`config.mk`:
```
export PLATFORM = sky130hd
export DESIGN_NAME = dual_edge_capture_pipe
export DESIGN_NICKNAME = d
export VERILOG_FILES = /design/src/rtl/dual_edge_capture_pipe.sv
export SDC_FILE = /design/constraint.sdc
export NUM_CORES = 1
export LEC_CHECK = 0
export ABC_CLOCK_PERIOD_IN_PS = 1700
export BUFFER_PORTS_ARGS = -buffer_cell sky130_fd_sc_hd__buf_2
export CAP_MARGIN = 20
export CORE_MARGIN = 4
export CORE_UTILIZATION = 35
export CTS_BUF_LIST = sky130_fd_sc_hd__clkbuf_8
export CTS_CLUSTER_SIZE = 24
export DETAILED_ROUTE_END_ITERATION = 12
export PLACE_DENSITY = 0.63
export SYNTH_ARGS = -nofsm -noshare
export SYNTH_HDL_FRONTEND = slang
export SYNTH_SLANG_ARGS = --single-unit
```
`constraint.sdc`:
```
create_clock -name clk -period 1.7 [get_ports clk]
set_input_delay 0.085 -clock clk [delete_from_list [all_inputs] [get_ports clk]]
set_output_delay 0.085 -clock clk [all_outputs]
set_load 0.02 [all_outputs]
```
`src/rtl/dual_edge_capture_pipe.sv`:
```
// rtl/dual_edge_capture_pipe.sv - launch/capture chain with posedge and negedge capture and a capture-mismatch monitor
module dual_edge_capture_pipe #(
  parameter int WIDTH  = 8,
  parameter int DEPTH  = 1,
  parameter int INVERT = 1,
  parameter int CNT_W  = 8
) (
  input  logic             clk,
  input  logic             rst,
  input  logic             en,
  input  logic             mode,
  input  logic [WIDTH-1:0] a,
  input  logic             a_valid,
  output logic [WIDTH-1:0] y,
  output logic             y_valid,
  output logic [CNT_W-1:0] mm_cnt,
  output logic             mm_flag
);

  logic [WIDTH-1:0] s [DEPTH];
  logic [DEPTH-1:0] v;
  logic [WIDTH-1:0] g;
  logic             gv;
  logic [WIDTH-1:0] p;
  logic             vp;
  logic [WIDTH-1:0] n;
  logic             vn;
  logic             mismatch;

  function automatic logic [WIDTH-1:0] f(input logic [WIDTH-1:0] x);
    return (INVERT != 0) ? ~x : x;
  endfunction

  // Launch stage plus the rest of the chain; the optional inversion sits right after S0.
  always_ff @(posedge clk or posedge rst) begin
    if (rst) begin
      for (int i = 0; i < DEPTH; i++) begin
        s[i] <= '0;
      end
      v <= '0;
    end else if (en) begin
      s[0] <= a;
      v[0] <= a_valid;
      for (int i = 1; i < DEPTH; i++) begin
        s[i] <= (i == 1) ? f(s[0]) : s[i-1];
        v[i] <= v[i-1];
      end
    end
  end

  generate
    if (DEPTH > 1) begin : g_tap_chain
      assign g = s[DEPTH-1];
    end else begin : g_tap_launch
      assign g = f(s[0]);
    end
  endgenerate

  assign gv = v[DEPTH-1];

  // Full-cycle path.
  always_ff @(posedge clk or posedge rst) begin
    if (rst) begin
      p  <= '0;
      vp <= 1'b0;
    end else if (en) begin
      p  <= g;
      vp <= gv;
    end
  end

  // Half-cycle path: g only moves at posedge, so this tracks g even while stalled.
  always_ff @(negedge clk or posedge rst) begin
    if (rst) begin
      n  <= '0;
      vn <= 1'b0;
    end else begin
      n  <= g;
      vn <= gv;
    end
  end

  assign mismatch = vn && (n != g);

  always_ff @(posedge clk or posedge rst) begin
    if (rst) begin
      mm_cnt  <= '0;
      mm_flag <= 1'b0;
    end else if (mismatch) begin
      mm_flag <= 1'b1;
      if (mm_cnt != {CNT_W{1'b1}}) begin
        mm_cnt <= mm_cnt + CNT_W'(1);
      end
    end
  end

  assign y       = mode ? n : p;
  assign y_valid = mode ? vn : vp;

endmodule

```
Word-level counts from Yosys, hierarchy flattened
Index checks and enable logic that the tools add are counted.
- bits of input ports: 13
- flip-flop bits (word level): 36
- logic and storage cells: 16
- output and inout port bits: 18
- mux-type cells: 2
- eq/ne operators: 2
- $add $sub $neg: 1
- bitwise operators: 1
- reductions and logical operators: 2
- operators with widths (operator ; count):
    8-bit by 1-bit adder with 8-bit output (second input constant) ; 1
    8-bit 2-to-1 mux ; 1
    8-bit inequality test ; 1
    8-bit inequality test (second input constant) ; 1
    8-bit inverter ; 1
    2-bit AND reduction ; 1
    1-bit logical AND ; 1
    1-bit 2-to-1 mux ; 1

Logic depth before layout (Yosys ltp)
- word-level depth: 4
- gate-level depth with buffers: 5
- gate-level depth less buffers: 5

==> summary.txt <==
Floorplan
  • # rows: 23
  • Core ar.: 4120 sq um
  • Die area: 5500 sq um
  • IO Pins: 31
  • Die outline width: 74.2 microns
  • Initial Util: 37.2%
  • Die height: 74.2 microns

Clocking
  • CTS buffer count: 5
  • Clock sink count: 36
  • Clk buf depth: 2
  • Worst-Skew Late Latency: 0.29 ns
  • CTS H-tree depth: 2
  • CTS tree: done
  • Root buffer selected by CTS: clkbuf_8
  • Worst-path clk slew: 0.08 ns

Placement
  • Dpl ws: -0.665 ns
  • DP HPWL: 2090 microns
  • GPL Wtd Cong: 0.740
  • Input/output buffers: 30

STA
  • Final hold violation count: 0
  • PnR worst setup slack: -0.659 ns
  • Fin. max-slew vios: 0
  • Slew Limit Headroom: 77.8%
  • Setup_tns: -8.11 ns
  • Worst-margin pin slew: 0.333 ns
  • RSZ-0062 raised after global routing: true
  • Skew final: 0.0108 ns
  • Final setup violation count: 18

Finish
  • Filler cells: 380
  • Antenna cells: 0
  • Share of cells above drive strength 1: 39.4%
  • Synthesis-to-finish area growth: 32.2%
  • Final net count: 188

Logic synthesis
  • Mapped Area: 1530 sq um
  • Seq/Total Area, Yosys: 58.8%
  • Post-synth top area share: 44.1%
  • Mapped Nets: 146
  • Syn Area/Cell: 11.6 sq um
  • Cell taking the most area after synthesis: dfrtp_1
  • Area contributors post-synth: dfrtp_1 44%, dfrtn_1 15%, mux2_2 9.6%
  • Top FF cell, synth: dfrtp_1
  • Share of flip-flops with an asynchronous set or reset: 100%
  • Synthesized flop and latch total: 36
  • EDFF count, synth: 0
  • Count leader, synth: dfrtp_1
  • Commonest cells in the netlist: 27 x dfrtp_1, 13 x mux2_2, 12 x xnor2_1
  • Post-synth cell types: 25
  • YS warnings: 0
  • Post-synthesis instance total: 132

Routing
  • Antenna viol nets, final: 0
  • WL final: 2990 microns
  • Pre-antenna DRT Iters: 4
  • Drt drc: 0
  • Via Count: 1082
  • Vias per cell: 4.81
  • Wirelength per Cell: 13.3 microns
  • DRT iter0 DRCs: 41

Outcome
  • Violated checks: negative setup slack
  • Status: finished with violations

Global routing
  • Largest net degree at the start of global routing: 37
  • GRT Resource Usage Total: 11.4%
  • Global-route wire length before repair: 4820 microns
  • Antenna violations before repair: 0
  • Vias in the first global route: 1142
  • Congestion Overflow GR: 0

Pwr
  • Peak supply drop: 651 uV
  • Static leakage: 0.932 nW
  • Pwr/cell area: 1220 nW/um^2

Setup path
  • Worst setup path category: register to register
  • CP startpoint kind: register
  • Worst-path fanout max: 3
  • Critical Path RT: 1.87 ns
  • Critical Path AT: 2.53 ns
  • CP Capture Type: register

Flow run
  • Max Cap Viol: 0

Hold path
  • Worst Hold Class: primary input to register
==> cell type report <==
class	instances	area (sq um)	area share (%)
sequential	36	901	44.5
inverter	9	33.8	1.67
clock buffer	6	82.6	4.08
tap	50	62.6	3.09
clock inverter	2	15.0	0.742
timing repair buffer	41	308	15.2
multi-input combinational	81	622	30.7
==> through the flow <==
| stage | cells | total power (W) | utilization [%] | hold WS [ns] | cell area (sq um) |
|---|---|---|---|---|---|
| floorplan | 132 | 0.00157 | - | 0.206 | 1540 |
| global placement | 213 | 0.00176 | 43.5 | 0.141 | 1790 |
| detailed placement | 213 | 0.00179 | 43.5 | 0.144 | 1790 |
| CTS | 223 | 0.00248 | 48.0 | 0.00606 | 1970 |
| global route | 225 | 0.00261 | 49.2 | 0.0208 | 2020 |
| finish | 225 | 0.00247 | 49.2 | 0.0141 | 2020 |
==> routing by layer <==
metal | vias up | routed length (microns) | track usage [%]
met5 | - | 0 | 0
met4 | 0 | 0 | 4.02
met3 | 0 | 177 | 3.51
met2 | 30 | 1500 | 19.6
met1 | 527 | 1310 | 13.4
li1 | 525 | - | -
==> layout by cell type (no fill, tap or decap), types with 4 or more instances in the layout <==
master,instances
a21oi_1,7
buf_2,21
buf_4,8
buf_6,10
clkbuf_8,6
dfrtn_1,9
dfrtp_1,27
inv_1,9
mux2_2,4
mux2_4,10
nand2_1,11
nand4_1,5
nor2_1,9
o21ai_0,8
xnor2_1,11
==> cell families (layout without fill, tap and decap cells) <==
kind of cell	Yosys count	in the layout	share of synthesized area (%)
simple gates	35	35	12.3
fa+ha+maj	1	1	0.817
flops	36	36	58.8
compound gates	18	18	6.45
mux	14	14	10.5
buf+inv	15	58	3.68
xor+xnor	13	13	7.43
==> worst max-delay path, cell delays in order, from the launching register on <==
cell and delay (ns):
dfrtn_1 0.43, xnor2_1 0.10, nor4_2 0.30, nand2_2 0.11, and3_4 0.17, mux2_4 0.29
==> state kept, by name, summed over array words and instances, names as in the netlist <==
name     flops
mm_cnt       8
vp           1
n            8
vn           1
s            8
gv           1
p            8
mm_flag      1
==> worst paths after layout <==
kind	startpoint	to	slack (ns)	depth (start not counted)
max	n[2]	mm_cnt[1]	-0.66	5
min	a[1]	s[1]	0.01	3
max reg2reg	n[2]	mm_cnt[1]	-0.66	5
min reg2reg	mm_flag	mm_flag	0.47	1
max in group asynchronous	rst	n[3]	0.37	4
min in group asynchronous	rst	mm_cnt[0]	0.39	4
==> repair_timing <==
item / CTS / global route
endpoints found under the setup margin: 18 / 18
pin swaps: 3 / 6
endpoints found under the hold margin: 27 / 0
setup buffers: 1 / 2
resized for setup: 21 / 8
hold buffers: 1 / 0
==> power by group <==
part           leakage, nW  internal (W)  switching [W]
registers            0.417       0.00100       0.000144
clock network       0.0434      0.000328       0.000300
logic                0.471      0.000344       0.000348
total                0.932       0.00168       0.000792
No activity file was read; power rests on OpenSTA's default activity.
